**config.mk**
```make
export PLATFORM = sky130hd
export DESIGN_NAME = jpeg_enc_du_pingpong_ram
export DESIGN_NICKNAME = d
export VERILOG_FILES = /design/src/rtl/jpeg_enc_pkg.sv /design/src/rtl/jpeg_enc_sdp_ram.sv /design/src/rtl/jpeg_enc_du_pingpong_ram.sv
export SDC_FILE = /design/constraint.sdc
export NUM_CORES = 2
export LEC_CHECK = 0
export CAP_MARGIN = 40
export CORE_ASPECT_RATIO = 1.5
export CORE_MARGIN = 5
export CORE_UTILIZATION = 50
export CTS_CLUSTER_SIZE = 40
export DETAILED_ROUTE_END_ITERATION = 10
export PLACE_DENSITY = 0.63
export SLEW_MARGIN = 30
export SYNTH_ARGS = -nofsm -noshare
export SYNTH_HDL_FRONTEND = slang
export SYNTH_SLANG_ARGS = --single-unit
```
**constraint.sdc**
```tcl
create_clock -name clk_i -period 3.4 [get_ports clk_i]
set_clock_uncertainty 0.15 [all_clocks]
set_input_delay 0.51 -clock clk_i [delete_from_list [all_inputs] [get_ports clk_i]]
set_output_delay 0.51 -clock clk_i [all_outputs]
set_load 0.05 [all_outputs]
```
**src/rtl/jpeg_enc_pkg.sv**
```systemverilog
// Shared sizing constants and small types for the JPEG encoder data-unit buffering.
package jpeg_enc_pkg;

   localparam int JE_DU_DEPTH = 64;
   localparam int JE_NUM_CH   = 3;
   localparam int JE_SAMPLE_W = 8;

   typedef logic je_bank_t;

endpackage

```
**src/rtl/jpeg_enc_sdp_ram.sv**
```systemverilog
// Simple dual-port RAM: one write port, one registered read port.
// The read register holds its value when no read is issued.
module jpeg_enc_sdp_ram #(
   parameter int DW = 8,
   parameter int AW = 9
) (
   input  logic          clk_i,
   input  logic          rst_ni,
   input  logic          we_i,
   input  logic [AW-1:0] waddr_i,
   input  logic [DW-1:0] wdata_i,
   input  logic          re_i,
   input  logic [AW-1:0] raddr_i,
   output logic [DW-1:0] rdata_o
);

   logic [DW-1:0] mem_q [2**AW];
   logic [DW-1:0] rdata_q;

   always_ff @(posedge clk_i) begin
      if (we_i) begin
         mem_q[waddr_i] <= wdata_i;
      end
   end

   // Only the output register is reset; array contents are left alone.
   always_ff @(posedge clk_i or negedge rst_ni) begin
      if (!rst_ni) begin
         rdata_q <= '0;
      end else if (re_i) begin
         rdata_q <= mem_q[raddr_i];
      end
   end

   assign rdata_o = rdata_q;

endmodule

```
**src/rtl/jpeg_enc_du_pingpong_ram.sv**
```systemverilog
// Ping-pong data-unit RAM: one bank is filled by the pixel writer while the other is drained by the FDCT.
// Tracks bank ownership with a 0..2 full count and flags any protocol misuse in a sticky err.
module jpeg_enc_du_pingpong_ram
   import jpeg_enc_pkg::*;
#(
   parameter int   DATA_W   = JE_SAMPLE_W,
   parameter int   DU_DEPTH = JE_DU_DEPTH,
   parameter int   NUM_CH   = JE_NUM_CH,
   localparam int  IW       = $clog2(DU_DEPTH),
   localparam int  CW       = (NUM_CH > 1) ? $clog2(NUM_CH) : 1
) (
   input  logic              clk_i,
   input  logic              reset_n_i,
   input  logic              flush_i,
   input  logic [CW-1:0]     wr_ch_i,
   input  logic [IW-1:0]     wr_idx_i,
   input  logic [DATA_W-1:0] wr_d_i,
   input  logic              wr_we_i,
   input  logic              wr_done_i,
   output logic              wr_ready_o,
   input  logic [CW-1:0]     rd_ch_i,
   input  logic [IW-1:0]     rd_idx_i,
   input  logic              rd_en_i,
   output logic [DATA_W-1:0] rd_d_o,
   output logic              rd_valid_o,
   input  logic              rd_done_i,
   output logic              rd_ready_o,
   output logic              err_o
);

   localparam int            AW  = 1 + CW + IW;
   localparam logic [CW:0]   NCH = (CW+1)'(NUM_CH);

   logic [1:0] full_cnt_q, full_cnt_d;
   je_bank_t   wr_bank_q, wr_bank_d;
   je_bank_t   rd_bank_q, rd_bank_d;
   logic       rd_valid_q, rd_valid_d;
   logic       err_q, err_d;

   logic wr_ready, rd_ready, wr_ch_ok, rd_ch_ok;
   logic wr_fire, rd_fire, wr_adv, rd_adv, proto_err;

   assign wr_ready = (full_cnt_q != 2'd2);
   assign rd_ready = (full_cnt_q != 2'd0);
   assign wr_ch_ok = ({1'b0, wr_ch_i} < NCH);
   assign rd_ch_ok = ({1'b0, rd_ch_i} < NCH);

   assign wr_fire = wr_we_i & wr_ready & wr_ch_ok;
   assign rd_fire = rd_en_i & rd_ready & rd_ch_ok & ~flush_i;
   assign wr_adv  = wr_done_i & wr_ready;
   assign rd_adv  = rd_done_i & rd_ready;

   assign proto_err = (wr_we_i & ~(wr_ready & wr_ch_ok))
                    | (wr_done_i & ~wr_ready)
                    | (rd_en_i & ~(rd_ready & rd_ch_ok))
                    | (rd_done_i & ~rd_ready);

   // Flush outranks both done pulses; simultaneous legal dones swap banks without changing occupancy.
   always_comb begin
      full_cnt_d = full_cnt_q;
      wr_bank_d  = wr_bank_q;
      rd_bank_d  = rd_bank_q;
      rd_valid_d = rd_fire;
      err_d      = err_q | proto_err;
      if (flush_i) begin
         full_cnt_d = 2'd0;
         wr_bank_d  = 1'b0;
         rd_bank_d  = 1'b0;
         rd_valid_d = 1'b0;
         err_d      = 1'b0;
      end else begin
         if (wr_adv) begin
            wr_bank_d = ~wr_bank_q;
         end
         if (rd_adv) begin
            rd_bank_d = ~rd_bank_q;
         end
         if (wr_adv && !rd_adv) begin
            full_cnt_d = full_cnt_q + 2'd1;
         end else if (rd_adv && !wr_adv) begin
            full_cnt_d = full_cnt_q - 2'd1;
         end
      end
   end

   always_ff @(posedge clk_i or negedge reset_n_i) begin
      if (!reset_n_i) begin
         full_cnt_q <= 2'd0;
         wr_bank_q  <= 1'b0;
         rd_bank_q  <= 1'b0;
         rd_valid_q <= 1'b0;
         err_q      <= 1'b0;
      end else begin
         full_cnt_q <= full_cnt_d;
         wr_bank_q  <= wr_bank_d;
         rd_bank_q  <= rd_bank_d;
         rd_valid_q <= rd_valid_d;
         err_q      <= err_d;
      end
   end

   jpeg_enc_sdp_ram #(
      .DW (DATA_W),
      .AW (AW)
   ) u_ram (
      .clk_i   (clk_i),
      .rst_ni  (reset_n_i),
      .we_i    (wr_fire),
      .waddr_i ({wr_bank_q, wr_ch_i, wr_idx_i}),
      .wdata_i (wr_d_i),
      .re_i    (rd_fire),
      .raddr_i ({rd_bank_q, rd_ch_i, rd_idx_i}),
      .rdata_o (rd_d_o)
   );

   assign wr_ready_o = wr_ready;
   assign rd_ready_o = rd_ready;
   assign rd_valid_o = rd_valid_q;
   assign err_o      = err_q;

endmodule

```
==> key figures <==
Status
  – Status: completed

Setup path
  – CP max stage cell: a211oi_1
  – WS Path Type: in -> reg
  – CP Buf/Inv Count: 5
  – CP Launch Type: primary input
  – Family with the most delay on the worst path: compound AO/OA/AOI/OAI gates
  – R2R setup slack: 0.16 ns
  – Crit end category: flop
  – Crit path launch: rd_idx_i[0]
  – CP most frequent cell: buf_12
  – Reg-to-reg startpoint: u_ram.mem_q[277][5]$_DFFE_PP_
  – Worst-path fanout max: 15
  – Req. time, crit path: 3.99 ns
  – Critical-path cell list: buf_16 -> buf_12 -> buf_12 -> buf_12 -> mux4_2 -> mux2i_1 -> o22ai_1 -> a211oi_1 -> buf_4 -> o211ai_1 -> a221oi_1 -> a311oi_1
  – Worst reg2reg path depth: 9
  – Critical Path AT: between 3 and 4 ns
  – Reg-to-Reg End: u_ram.rdata_o[5]$_DFFE_PN0P_
  – Worst path depth: 12
  – CP max stage delay: 0.71 ns
  – End of the critical path: u_ram.rdata_o[5]$_DFFE_PN0P_

CTS
  – Hold buffer count at cts: 8
  – CTS root buf: clkbuf_16
  – TritonCTS Buffers: 325
  – H-tree depth: 5
  – CTS tree: done
  – Post-cts resize count: 0
  – Maximum root-to-sink buffer count: 4
  – Clock-pin slew on the worst setup and hold paths: 0.07 ns
  – Total clock sinks: 3558
  – Clk_lat worst skew: between 0.8 and 0.9 ns
  – Setup bufs post-CTS: 0

Synthesis
  – Synth async-reset ratio: 0.3935%
  – Cells after Synth: 6474
  – Post-synth top area share: ~77%
  – Commonest cells post-synth: edfxtp_1, mux4_2, nor2_1
  – Ys flop type: edfxtp_1
  – Seq/Total Area, Yosys: 77.51%
  – Post-synthesis cell type count: between 70 and 80
  – Top cells by area, synth: edfxtp_1, mux4_2, mux2i_1
  – Post-synth EDFFs: roughly 3.5k
  – Ys Warns: 0
  – Syn_area_per_cell: about 21 um^2
  – Largest area contributor in the netlist: edfxtp_1
  – #FFs+latches synth: approximately 3.6k
  – Post-Syn Area: ~0.14 mm^2
  – Most frequent cell after synthesis: edfxtp_1

Timing
  – Fmax: between 200 and 300 MHz
  – Max-slew violation count: 0
  – RSZ-0062 raised after global routing: no
  – Crit share post-route: 98.52%
  – Final setup vio count: 0
  – Final hold vios: 0
  – Worst slew pin tran: about 1.1 ns
  – Setup_tns: 0 ns
  – Slew margin rel.: 25.99%
  – Tmin final: approximately 3.3 ns

Final layout
  – Multi-input logic area: 0.03072 mm^2
  – Fin util: about 60%
  – Share of cells above drive strength 1: 32.20%
  – Fill cells: 19.62k
  – Nets: 8374
  – Area delta synth->final: 20.34%
  – Register area: 0.1068 mm^2

GRT
  – Vias in the first global route: 75.69k
  – Largest net degree at the start of global routing: 141
  – GRT Util Overall: 27.56%
  – First-pass GRT wire length: 559700 um
  – Initial antenna violation count: 14
  – GR Overflow Total: 0

Detailed routing
  – Drt drc: 0
  – DR iter-0 viols: around 8.4k
  – 1st-pass router iterations: 7
  – ANT nets after route: 0
  – Routed wire length: 394900 um
  – Drt via density: 6.018
  – Via total after detailed routing: ~74k
  – WL/cell: 32.14 um

Pwr
  – Leak: 55.74 nW
  – Pwr dens: around 550 mW/mm^2
  – Worst vdd ir: 0.4386 mV

Die
  – Core area: 0.2749 mm^2
  – Die H: 652.9 um
  – Site Rows: roughly 240
  – Initial Util: 50.11%
  – Die width: 438.6 um
  – IO Pins: 43
  – DIE AREA: roughly 0.29 mm^2

Hold path
  – WHS Path Cells: 3
  – HP Class: in -> reg

Placement
  – IO Port Bufs: 42
  – Detail Placement HPWL: 271500 um
  – Gpl congestion: 0.9357

Job
  – Maxcap violations: 0
worst min path at each step:
stage                          startpoint                            end  slack, ns
after floorplan                 reset_n_i                err_o$_DFF_PN0_       0.06
after global placement    err_o$_DFF_PN0_                err_o$_DFF_PN0_       0.40
after detailed placement  err_o$_DFF_PN0_                err_o$_DFF_PN0_       0.42
after CTS                       wr_d_i[2]  u_ram.mem_q[158][2]$_DFFE_PP_       0.04
after global routing              flush_i      full_cnt_q[0]$_DFFE_PN0P_       0.18
final                             flush_i      full_cnt_q[0]$_DFFE_PN0P_       0.17
worst register-to-register path, delay by kind of cell, from the launching register on:
family / cells / cell delay (ns)
AND/OR/NAND/NOR: 2 / 0.38
AO/OA/AOI/OAI: 3 / 1.09
buffers and inverters: 3 / 0.64
flip-flops: 1 / 0.40
multiplexers: 1 / 0.47
metal layers:
| metal | global-route usage [%] | up-vias | routed length [um] | share of wire (%) |
|---|---|---|---|---|
| met5 | 0 | - | 13 | 0.0033 |
| met3 | 4.804 | 908 | 30710 | 7.8 |
| met2 | 47.11 | 3616 | 201200 | 51 |
| li1 | - | 30320 | - | - |
| met1 | 33.37 | 39090 | 135600 | 34 |
| met4 | 15.47 | 2 | 27340 | 6.9 |
per-stage QoR:
stage          power [W]  worst slack [ns]  instance area [um^2]  hold slack [ns]  cells
6_report         0.09102           0.05033                165800           0.1696  12290
5_1_grt          0.09359           0.09461                165800           0.1808  12280
2_1_floorplan    0.05246            0.4928                139500          0.06441   6945
4_1_cts          0.09149            0.1319                165700          0.03823  12280
3_3_place_gp     0.05579            -1.603                155300           0.3952  11690
3_5_place_dp     0.05591           -0.7411                155400           0.4180  11700
cells by family after synthesis:
group / after synthesis / share of synthesized area (%)
multiplexers: 1062 / 15.22
XOR/XNOR: 2 / 0.01272
buffers and inverters: 392 / 1.591
other: 1 / 0.002722
AO/OA/AOI/OAI: 548 / 2.774
AND/OR/NAND/NOR: 911 / 2.892
flip-flops: 3558 / 77.51
state kept, by name, summed over array words and instances (netlist names):
name	flops
full_cnt_q	2
rd_valid_o	1
wr_bank_q	1
err_o	1
rd_bank_q	1
u_ram.mem_q	3544
u_ram.rdata_o	8
power breakdown:
group	leakage (nW)	switching (W)	internal, W
Clock	4.98	0.0158	0.0202
Combinational	18.4	0.00362	0.00234
Sequential	32.4	0.000258	0.0488
layout by cell type (no fill, tap or decap), types with 20 or more instances in the layout:
cell type        count
clkinv_2            48
o22ai_1            104
nand2_1            178
clkdlybuf4s50_1     28
a22oi_1            104
a211oi_1            44
nand3_1             42
clkinvlp_4          20
nor2_1             483
buf_4             1227
o221ai_1            33
buf_12             175
bufinv_16           25
clkinv_1            54
conb_1             472
o21ai_0             45
nor2b_1             26
edfxtp_1          3544
clkbuf_1            70
mux2i_1            208
mux2_2              33
clkbuf_16          339
a21oi_1             85
nor3_1              42
mux4_2             815
final cells by class:
class                      count  area share, %
sequential                  3558          64.41
multi-input combinational   2995          18.53
timing repair buffer        1457          8.047
clock buffer                 413          5.309
tap                         3689          2.784
clock inverter               160         0.8906
inverter                       6        0.01887
antenna                        8        0.01208
Power figures use the tool's default switching activity.
